**config.mk**
```make
export PLATFORM = sky130hd
export DESIGN_NAME = dcc16
export DESIGN_NICKNAME = d
export VERILOG_FILES = /design/src/rtl/dcc16.sv
export SDC_FILE = /design/constraint.sdc
export NUM_CORES = 1
export LEC_CHECK = 0
export BUFFER_PORTS_ARGS = -buffer_cell sky130_fd_sc_hd__clkbuf_2
export CAP_MARGIN = 20
export CORE_AREA = 3 3 68 70
export CTS_CLUSTER_SIZE = 8
export DETAILED_ROUTE_END_ITERATION = 16
export DIE_AREA = 0 0 71 73
export PLACE_DENSITY = 0.63
export SYNTH_ARGS = -nofsm -noshare
export SYNTH_HDL_FRONTEND = slang
export SYNTH_SLANG_ARGS = --single-unit
```
**constraint.sdc**
```tcl
create_clock -name clk -period 3 [get_ports clk]
set_input_delay 0.15 -clock clk [delete_from_list [all_inputs] [get_ports clk]]
set_output_delay 0.15 -clock clk [all_outputs]
set_load 0.05 [all_outputs]
```
**src/rtl/dcc16.sv**
```systemverilog
// dcc16: loadable down counter/timer with run control and a one-cycle tc pulse.
// Define DCC16_AUTORELOAD_EN for periodic reload at terminal count.
module dcc16 #(
  parameter int WIDTH = 16
) (
  input  logic             clk,
  input  logic             reset,
  input  logic             load,
  input  logic [WIDTH-1:0] load_val,
  input  logic             start,
  input  logic             stop,
  input  logic             en,
  output logic [WIDTH-1:0] q,
  output logic             busy,
  output logic             tc
);

  typedef enum logic {
    IDLE,
    RUN
  } state_t;

  localparam logic [WIDTH-1:0] ONE = {{(WIDTH-1){1'b0}}, 1'b1};

  state_t           state_q;
  logic [WIDTH-1:0] q_q;
  logic [WIDTH-1:0] dec_d;
  logic             busy_q;
  logic             tc_q;
  logic             go_d;
`ifdef DCC16_AUTORELOAD_EN
  logic [WIDTH-1:0] rld_q;
`endif

  assign dec_d = q_q - ONE;
  // start from IDLE only launches when the count it would run is nonzero
  assign go_d  = (state_q == IDLE) && start && !stop
               && ((load ? load_val : q_q) != '0);

  always_ff @(posedge clk or negedge reset) begin
    if (!reset) begin
      state_q <= IDLE;
      q_q     <= '0;
      busy_q  <= 1'b0;
      tc_q    <= 1'b0;
`ifdef DCC16_AUTORELOAD_EN
      rld_q   <= '0;
`endif
    end else begin
      tc_q <= 1'b0;
      if (load) begin
        q_q <= load_val;
`ifdef DCC16_AUTORELOAD_EN
        rld_q <= load_val;
`endif
        if (go_d) begin
          state_q <= RUN;
          busy_q  <= 1'b1;
        end
      end else if (stop) begin
        state_q <= IDLE;
        busy_q  <= 1'b0;
      end else if (state_q == IDLE) begin
        if (go_d) begin
          state_q <= RUN;
          busy_q  <= 1'b1;
        end
      end else if (en) begin
        if (q_q > ONE) begin
          q_q <= dec_d;
        end else if (q_q == ONE) begin
          tc_q <= 1'b1;
`ifdef DCC16_AUTORELOAD_EN
          q_q  <= rld_q;
`else
          q_q     <= '0;
          state_q <= IDLE;
          busy_q  <= 1'b0;
`endif
        end
      end
    end
  end

  assign q    = q_q;
  assign busy = busy_q;
  assign tc   = tc_q;

endmodule

```
# Yosys cells after proc, flatten, opt, wreduce, memory -nomap -nowiden
# Cells that the tools add are included.
[totals]
register_bits = 19
word_cells = 51
out_inout_bits = 18
in_bits = 22
[classes]
bitwise = 1
n_reduce_logical = 10
n_lt_le_gt_ge = 1
eq_ne = 6
mux = 28
n_addsub = 1
[op_table]
columns = ["op", "count"]
rows = [
  ["16-bit two-way mux", 7],
  ["1-bit two-way mux", 21],
  ["16-bit by 1-bit equality test with 1-bit output, second input constant", 1],
  ["16-bit by 1-bit > comparator with 1-bit output, second input constant", 1],
  ["16-bit nonzero test", 1],
  ["16-bit by 1-bit subtractor with 16-bit output, second input constant", 1],
  ["4-bit != test, second input constant", 2],
  ["4-bit by 3-bit != test with 1-bit output, second input constant", 1],
  ["4-bit AND reduction", 1],
  ["2-bit nonzero test", 2],
  ["1-bit logical AND", 3],
  ["3-bit AND reduction", 1],
  ["3-bit nonzero test", 1],
  ["2-bit by 1-bit != test with 1-bit output, second input constant", 1],
  ["2-bit != test, second input constant", 1],
  ["1-bit zero test", 1],
  ["1-bit inverter", 1],
]

# Depth between registers and ports, before layout
# Gate-level depths: netlist of the first run.
[depth]
depth_word = 8
mapped_depth = 8
ltp_nobuf = 7

# Worst setup path after synthesis of the first run
# No wires, ideal clock.
[synth_timing]
path_kind = "reg2reg"
start = "register q_q[6] (netlist: q[6])"
end = "register q_q[4] (netlist: q[4])"
arrival_time_ns = 2.255
setup_time_ns = 0.126
path_stages_with_launch = 7
setup_slack_ns = 0.619
synth_period_minus_slack_ns = 2.381
path_buffers = 1
required_ns = 2.874
path_cell_list = "dfrtp_1 > or4_4 > nor4_4 > a21o_1 > buf_4 > o21bai_1 > a221o_1"
[synth_via]
elab_chain_cells = 6
word_cells_on_any_way = 9
cone_classes = "1 x order compare; 1 x eq/ne; 5 x mux; 2 x reduce/logical"
[synth_lines]
columns = ["item", "line_no", "source"]
rows = [
  ["start, declared", "26", "logic [WIDTH-1:0] q_q;"],
  ["start signal, assigned", "52", "q_q <= load_val;"],
  ["16-bit by 1-bit > comparator with 1-bit output", "69", "if (q_q > ONE) begin"],
  ["16-bit two-way mux", "69", ""],
  ["16-bit two-way mux", "68", "end else if (en) begin"],
  ["16-bit two-way mux", "63", "end else if (state_q == IDLE) begin"],
  ["16-bit two-way mux", "60", "end else if (stop) begin"],
  ["16-bit two-way mux", "51", "if (load) begin"],
]
# Several ways; a longest one is shown, not always the timed one. The select of a mux whose other input is x is not followed.
# A chain may end at the register's enable or synchronous reset.

# Worst setup path in the final report of the first run
# Same ends and word-level chain as after synthesis.

==> results of run 1 <==
[cells by family (layout without fill, tap and decap cells)]
logic type	after synthesis	count (layout)	share of synthesized area [%]
DFF	19	19	38.9
and+or+nand+nor	60	60	28.4
adders and majority gates	2	2	2.05
xor gates and xnor gates	2	2	1.43
buffers and inverters	13	54	4.61
AOI/OAI and AO/OA	41	41	24.7
[critical path, stage by stage (launching register included)]
cell      delay, ns
dfrtp_1        0.45
or4_4          0.59
nor4_4         0.38
a21o_1         0.42
o21bai_1       0.13
a221o_1        0.29
[metrics by stage]
| stage | power [W] | utilization, % | instance area [um^2] |
|---|---|---|---|
| 3_5_place_dp | 0.000577 | 36.3 | 1460 |
| 6_report | 0.000760 | 37.8 | 1520 |
| 5_1_grt | 0.000801 | 37.8 | 1520 |
| 4_1_cts | 0.000764 | 37.6 | 1520 |
| 2_1_floorplan | 0.000501 | - | 1220 |
| 3_3_place_gp | 0.000576 | 36.3 | 1460 |
[layout make-up]
type                    instances  area, um^2
fillers                       443        2500
multi-input cells             105         691
flip-flops and latches         19         475
repair buffers                 42         220
well taps                      50        62.6
clock buffers                   4        45.0
inverters                       8        30.0
[synthesized netlist by cell type, drive strengths merged, types with 3 or more instances]
| cell type | n |
|---|---|
| a21o | 5 |
| a21oi | 5 |
| a221o | 6 |
| a22oi | 4 |
| clkbuf | 3 |
| dfrtp | 19 |
| inv | 8 |
| nand2 | 14 |
| nor2 | 13 |
| nor3 | 4 |
| nor4 | 8 |
| o21ai | 7 |
| or3 | 5 |
| or4 | 3 |
[worst min path at each step]
stage                           start               end  slack [ns]  cells past startpoint
final                     load_val[4]  q[4]$_DFFE_PN0P_        0.13                      2
after global routing      load_val[1]  q[1]$_DFFE_PN0P_        0.14                      2
after floorplan                 reset  busy$_DFFE_PN0P_       -0.15                      0
after global placement          reset  busy$_DFFE_PN0P_        0.14                      1
after CTS                 load_val[2]  q[2]$_DFFE_PN0P_        0.13                      3
after detailed placement        reset  q[2]$_DFFE_PN0P_        0.15                      1
[registers in the layout, summed over array words and instances (netlist names)]
signal and count:
q 16, busy 1, state_q 1, tc 1
[routing by layer]
layer  up-vias  wire length [um]  share of wire, %  GRT usage (%)
li1        604                 -                 -              -
met1       582              1570                46           18.0
met2        37              1630                48           21.7
met3         2               174               5.1           1.79
met4         0                21              0.62           3.13
met5         -                 0                 0              0
[where the power goes]
part | switching, W | internal [W]
clock network | 0.0000917 | 0.0000945
registers | 0.0000412 | 0.000283
logic | 0.000171 | 0.0000786
[timing repair]
action / in CTS / in global routing
endpoints found under the hold margin: 19 / 0
endpoints found under the setup margin: 0 / 0
hold buffers: 1 / 0
==> results.toml, run 1 <==
[synthesis]
syn_area_um2 = 1220
ys_ff_latch = 19
synth_top_area_share_pct = 38.9
yosysWarnings = 0
yosysUniqueCellTypes = 40
ys.flop_type = "dfrtp_1"
synth.largest_area_cell = "dfrtp_1"
syn_inst = 137
seq_area_frac_synth_pct = 38.9
synth-async-reset-ratio_pct = 100
synth_edf_count = 0
avgSynthCellArea_um2 = 8.92
synth_area_leaders = "dfrtp_1 39%, a221o_1 4.9%, nand2_1 4.3%"
syn_nets = 161

[sta]
slew_violations = 0
post-route-min-period_ns = 2.37
setup_viol = 0
rsz0062_at_grt = "false"
finalSetupTns_ns = 0
relSlewSlack_pct = 40.8
min_period_over_period_pct = 79.1
max_freq_ghz = 0.421
tightest_slew_ns = 0.888
hold-worst-slack_ns = 0.134
setup_ws_ns = 0.627
finalClockSkew_ns = 0.00871
hold_violations = 0

[global_route]
antenna_found_initial = 0
grt_pass1_wl_um = 5490
first_global_vias = 1123
grt_use_total_pct = 13.1
grt_max_degree = 23
grt.overflow.total = 0

[worst_setup_path]
cp-start-kind = "flop"
reg2reg_depth = 5
r2r-start = "q[6]$_DFFE_PN0P_"
crit_required_ns = 3.15
critical_path.endpoint_type = "flop"
startpoint = "q[6]$_DFFE_PN0P_"
reg2reg_to = "q[4]$_DFFE_PN0P_"
cp_max_fo = 12
cp-endpoint = "q[4]$_DFFE_PN0P_"
r2r_setup_slack_ns = 0.63
criticalPathCategory = "flop to flop"
crit_arrival_ns = 2.52

[cts]
cts_root_buf = "clkbuf_8"
htreeDepth = 1
insertion_delay_ns = 0.26
ctsResizeCount = 0
cts_buffers = 3
cts_sinks = 19
clkSlewWorstSetupHoldPaths_ns = 0.08
postCtsSetupRepairBufs = 0
cts_tree = "built"
clock_path_buffers = 2

[floorplan]
core_area_um2 = 4030
num_rows = 23
ioPinCount = 40
dieArea_um2 = 5180
initial_core_util_pct = 30.3
chipWidth_um = 71
die_y_um = 73

[layout]
layout_commonest_cell = "clkbuf_2"
area_delta_synth_final_pct = 24.7
antennaDiodeCount = 0
drive_gt1_share_pct = 28.1
stdcell_count = 228
final_nets = 203
mostFrequentLayoutCells = "39 x clkbuf_2, 19 x dfrtp_1, 14 x nand2_1"

[route]
drt-total-wl_um = 3390
first_pass_iters = 4
vias_per_cell = 5.37
route.detailed.drc = 0
drtIter0Drc = 147
via_count = 1225
routedWlPerCell_um = 14.9
antenna_left = 0

[placement]
pre_cts_ws_ns = 0.583
io_buffer_count = 39
dp.cells = 222
place_hpwl_um = 2530
gp_congestion = 0.751

[pwr]
p_leak_nw = 0.694
power_density_nw_per_um2 = 499
ir_drop_uv = 212

[run_status]
status = "complete, no violations"

[hold_path]
hold_class = "input pin to flop"

[run]
cap_violations = 0
No activity file was read; power rests on OpenSTA's default activity.
==> run 2: changes to the inputs <==
--- a/config.mk
+++ b/config.mk
@@ -11,7 +11,7 @@
 export CTS_CLUSTER_SIZE = 8
 export DETAILED_ROUTE_END_ITERATION = 16
 export DIE_AREA = 0 0 71 73
-export PLACE_DENSITY = 0.63
+export PLACE_DENSITY = 0.65
 export SYNTH_ARGS = -nofsm -noshare
 export SYNTH_HDL_FRONTEND = slang
 export SYNTH_SLANG_ARGS = --single-unit
==> constraint.sdc (replaced) <==
create_clock -name clk -period 2 [get_ports clk]
set_input_delay 0.1 -clock clk [delete_from_list [all_inputs] [get_ports clk]]
set_output_delay 0.1 -clock clk [all_outputs]
set_load 0.05 [all_outputs]
==> run 2 against run 1 <==
  * The flow now finishes with violations (setup timing)
  * Hold slack worse by 0.046 ns
  * Die area unchanged
  * Clock skew about the same
  * Non-clock buffer count up 35
  * Final cell count up 15%
  * Critical path depth up 1
  * Core utilization up 7.9 points
  * Sequential cell count unchanged
  * Sequential power up 41%
  * Fmax up 12%
  * Wire length up 14%
  * Critical path type unchanged
  * Highest routed layer unchanged
==> results.toml, run 2 (same netlist as run 1, synthesis figures left out) <==
[worst_setup_path]
crit_required_ns = 2.15
startpoint = "q[6]$_DFFE_PN0P_"
reg2reg_depth = 6
criticalPathCategory = "flop to flop"
cp_cell_sequence = "or4_4 > nor4_4 > buf_4 > a41oi_2 > or2_1 > a22o_1"
cpPeakStageDelay_ns = 0.57
cp_max_fo = 4
slowest_stage = "or4_4"
r2r-start = "q[6]$_DFFE_PN0P_"
worstSetupPathDepth = 6
critical_path.endpoint_type = "flop"
critical_path.top_delay_family = "simple AND/OR/NAND/NOR gates"
cp-start-kind = "flop"
crit_arrival_ns = 2.27
r2r_setup_slack_ns = -0.12
reg2reg_to = "busy$_DFFE_PN0P_"
worst-path-buf-inv = 1

[global_route]
grt_pass1_wl_um = 6490
grtUsageMet2_pct = 24.8
use_met3_pct = 1.24
grt.overflow.total = 0
grt_use_total_pct = 15.6
grt_max_degree = 20
grtUsageMet1_pct = 22.3
antenna_found_initial = 0
first_global_vias = 1364
grt-busiest-layer = "met2"

[sta]
hold_violations = 0
post-route-min-period_ns = 2.12
max_freq_ghz = 0.472
setup_ws_ns = -0.121
min_period_over_period_pct = 106
setup_viol = 15
tightest_slew_ns = 0.521
rsz0062_at_grt = "true"
relSlewSlack_pct = 65.3
slew_violations = 0
finalClockSkew_ns = 0.00899

[run]
cap_violations = 0

[hold_path]
holdPathStages = 3
hold_class = "input pin to flop"
worstHoldStart = "load_val[2]"
min_to = "q[2]$_DFFE_PN0P_"

[cts]
clkSlewWorstSetupHoldPaths_ns = 0.08
cts_tree = "built"
cts_buffers = 3
cts_root_buf = "clkbuf_8"
clock_path_buffers = 2
cts_sinks = 19
insertion_delay_ns = 0.26
htreeDepth = 1

[floorplan]
dieArea_um2 = 5180
chipWidth_um = 71
num_rows = 23
die_y_um = 73
ioPinCount = 40
core_area_um2 = 4030
initial_core_util_pct = 30.3

[placement]
io_buffer_count = 39
pre_cts_ws_ns = -0.122
place_hpwl_um = 2990
dp.cells = 253
gp_congestion = 0.840

[route]
routedWlPerCell_um = 14.7
via_count = 1374
drt-total-wl_um = 3860
antenna_left = 0
vias_per_cell = 5.22
drtIter0Drc = 75
route.detailed.drc = 0
first_pass_iters = 4

[layout]
multi_input_area_um2 = 718
final_nets = 238
seq_area_um2 = 488
fill_cells = 409
antennaDiodeCount = 0
largest_reg_flops = 16
layout_commonest_cell = "clkbuf_2"
area_delta_synth_final_pct = 50.6
drive_gt1_share_pct = 46.9
mostFrequentLayoutCells = "39 x clkbuf_2, 36 x buf_4, 14 x nand2_1"
stdcell_count = 263

[pwr]
power_density_nw_per_um2 = 678
p_leak_nw = 0.872
ir_drop_uv = 250

[run_status]
status = "finished with violations"
violations = "setup timing"
[run 2: per-stage QoR]
step | utilization (%) | TNS, ns | instance area, um^2 | total power, W | hold slack (ns)
after global routing | 45.7 | -2.02 | 1840 | 0.00132 | 0.105
final | 45.7 | -0.858 | 1840 | 0.00125 | 0.0883
after CTS | 45.4 | -0.836 | 1830 | 0.00126 | 0.0847
after detailed placement | 43.1 | -0.711 | 1740 | 0.000968 | 0.0944
after global placement | 43.1 | -0.531 | 1740 | 0.000963 | 0.0849
after floorplan | - | -2.61 | 1260 | 0.000764 | -0.196
[run 2: worst max-delay path by stage]
stage / endpoint / slack (ns)
2_1_floorplan: q[4]$_DFFE_PN0P_ / -0.22
3_3_place_gp: busy$_DFFE_PN0P_ / -0.11
3_5_place_dp: busy$_DFFE_PN0P_ / -0.12
4_1_cts: busy$_DFFE_PN0P_ / -0.12
5_1_grt: busy$_DFFE_PN0P_ / -0.18
6_report: busy$_DFFE_PN0P_ / -0.12
[run 2: power breakdown]
| group | switching, W | leakage (nW) | internal [W] | total [W] |
|---|---|---|---|---|
| Combinational | 0.000318 | 0.625 | 0.000195 | 0.000513 |
| Clock | 0.000138 | 0.0255 | 0.000139 | 0.000276 |
| Sequential | 0.0000303 | 0.222 | 0.000428 | 0.000458 |
[run 2: final cells by class]
class | instances | share of cell area (%)
clock buffer | 3 | 2.24
clock inverter | 1 | 0.272
inverter | 8 | 1.63
multi-input combinational | 105 | 39.0
sequential | 19 | 26.5
tap | 50 | 3.40
timing repair buffer | 77 | 26.9
[run 2: what timing repair did]
action,in CTS,in global routing
endpoints found under the hold margin,19,0
resized for setup,0,2
setup buffers,5,0
pin swaps,8,1
hold buffers,1,0
setup endpoints to repair,15,18
[run 2: tightest hold or removal path, cell delays in order]
cell and delay, ns:
clkbuf_2 0.10, a32oi_1 0.05, o21ai_1 0.06
[run 2: metal layers]
layer	vias up	wire length [um]
met5	-	0
met2	43	1830
met3	2	203
met4	0	25
met1	655	1800
li1	674	-
==> run 3: changes to the inputs <==
==> constraint.sdc (replaced) <==
create_clock -name clk -period 1.8 [get_ports clk]
set_input_delay 0.09 -clock clk [delete_from_list [all_inputs] [get_ports clk]]
set_output_delay 0.09 -clock clk [all_outputs]
set_load 0.05 [all_outputs]
==> run 3 against run 2 <==
  * The run still ends with setup timing left
  * Hold slack lost 0.023 ns
  * Clock power grew 14%
  * Sequential share of layout area shrank 1.5 points
  * Sequential cell count is the same
  * Final cell count grew 3.0%
  * Clock skew shrank 0.0065 ns
  * Cell area grew 5.8%
  * Non-clock buffer count grew 8
  * Fmax shrank 1.1%
  * Power grew 14%
  * Core utilization grew 2.7 points
  * Critical path type unchanged
==> results.toml, run 3 (same netlist as run 1, synthesis figures left out) <==
[run_status]
violations = "setup timing"
status = "finished with violations"

[cts]
clkSlewWorstSetupHoldPaths_ns = 0.08
cts_root_buf = "clkbuf_8"
cts_buffers = 3
clock_path_buffers = 2
insertion_delay_ns = 0.27
cts_tree = "built"
htreeDepth = 1
cts_sinks = 19

[route]
antenna_left = 0
first_pass_iters = 4
vias_per_cell = 5.23
routedWlPerCell_um = 15.2
drt-total-wl_um = 4120
via_count = 1416
drtIter0Drc = 94
route.detailed.drc = 0

[layout]
area_delta_synth_final_pct = 59.4
drive_gt1_share_pct = 51.1
final_core_utilization_pct = 48.4
final_nets = 246
layout_commonest_cell = "buf_4"
fill_cells = 404
stdcell_count = 271
mostFrequentLayoutCells = "40 x buf_4, 39 x clkbuf_2, 14 x nand2_1"
largest_reg_flops = 16
antennaDiodeCount = 0

[floorplan]
initial_core_util_pct = 30.3
ioPinCount = 40
chipWidth_um = 71
num_rows = 23
die_y_um = 73
dieArea_um2 = 5180
core_area_um2 = 4030

[sta]
finalClockSkew_ns = 0.00245
post-route-min-period_ns = 2.14
slew_violations = 0
tightest_slew_ns = 0.495
rsz0062_at_grt = "true"
max_freq_ghz = 0.466
setup_ws_ns = -0.344
min_period_over_period_pct = 119
relSlewSlack_pct = 66.6
setup_viol = 18
hold_violations = 0
finalSetupTns_ns = -5.20

[global_route]
first_global_vias = 1438
grt.overflow.total = 0
grt_max_degree = 20
antenna_found_initial = 0
grt_pass1_wl_um = 6740
grt_use_total_pct = 16.6

[worst_setup_path]
crit_arrival_ns = 2.30
r2r-start = "q[10]$_DFFE_PN0P_"
reg2reg_depth = 7
critical_path.endpoint_type = "flop"
r2r_setup_slack_ns = -0.34
cp-start-kind = "flop"
crit_required_ns = 1.96
reg2reg_to = "q[0]$_DFFE_PN0P_"
criticalPathCategory = "flop to flop"
cp_max_fo = 6

[pwr]
power_density_nw_per_um2 = 732
ir_drop_uv = 238
p_leak_nw = 0.917

[hold_path]
worstHoldStart = "load_val[2]"
holdPathStages = 3
hold_class = "input pin to flop"
min_to = "q[2]$_DFFE_PN0P_"

[placement]
dp.cells = 259
io_buffer_count = 39
place_hpwl_um = 2970
gp_congestion = 0.805

[run]
cap_violations = 0
[run 3: worst max path at each step]
stage / start / end / slack (ns)
after floorplan: q[10]$_DFFE_PN0P_ / q[4]$_DFFE_PN0P_ / -0.42
after global placement: q[1]$_DFFE_PN0P_ / state_q$_DFFE_PN0P_ / -0.33
after detailed placement: q[1]$_DFFE_PN0P_ / busy$_DFFE_PN0P_ / -0.34
after CTS: q[6]$_DFFE_PN0P_ / busy$_DFFE_PN0P_ / -0.33
after global routing: q[10]$_DFFE_PN0P_ / q[12]$_DFFE_PN0P_ / -0.44
final: q[10]$_DFFE_PN0P_ / q[0]$_DFFE_PN0P_ / -0.34
[run 3: repair_timing]
action,in CTS,in global routing
gates cloned,1,0
hold buffers,1,0
resized for setup,10,11
pin swaps,7,10
endpoints found under the setup margin,18,18
setup buffers,6,2
endpoints found under the hold margin,19,0
[run 3: worst max-delay path: stages (launching register included)]
cell and delay (ns):
dfrtp_2 0.41, or4_4 0.58, nor4_4 0.29, a21o_1 0.23, buf_12 0.13, buf_8 0.11
nor2_2 0.03, a221o_1 0.24
[run 3: report_power, final]
group	total, W	switching (W)	internal [W]
clock	0.000316	0.000158	0.000158
combinational	0.000599	0.000365	0.000234
sequential	0.000511	0.0000350	0.000476
[run 3: metrics by stage]
step           worst slack (ns)  total power (W)  cell area [um^2]  hold WS (ns)
2_1_floorplan            -0.418         0.000848              1260        -0.206
3_3_place_gp             -0.328          0.00108              1780        0.0782
3_5_place_dp             -0.343          0.00108              1780        0.0775
4_1_cts                  -0.325          0.00140              1900        0.0729
5_1_grt                  -0.439          0.00150              1950        0.0900
6_report                 -0.344          0.00143              1950        0.0654
[run 3: layout make-up]
class | count | area [um^2] | area share [%]
well taps | 50 | 62.6 | 3.21
repair buffers | 85 | 574 | 29.5
multi-input cells | 105 | 748 | 38.4
clock buffers | 4 | 45.0 | 2.31
inverters | 8 | 30.0 | 1.54
flip-flops and latches | 19 | 488 | 25.0
[run 3: metal layers]
metal,vias to the layer above,share of wire (%),track usage (%)
met3,6,4.1,1.93
met4,0,1.6,6.05
met2,38,49,27.0
met1,682,46,22.7
li1,690,-,-
met5,-,0,0
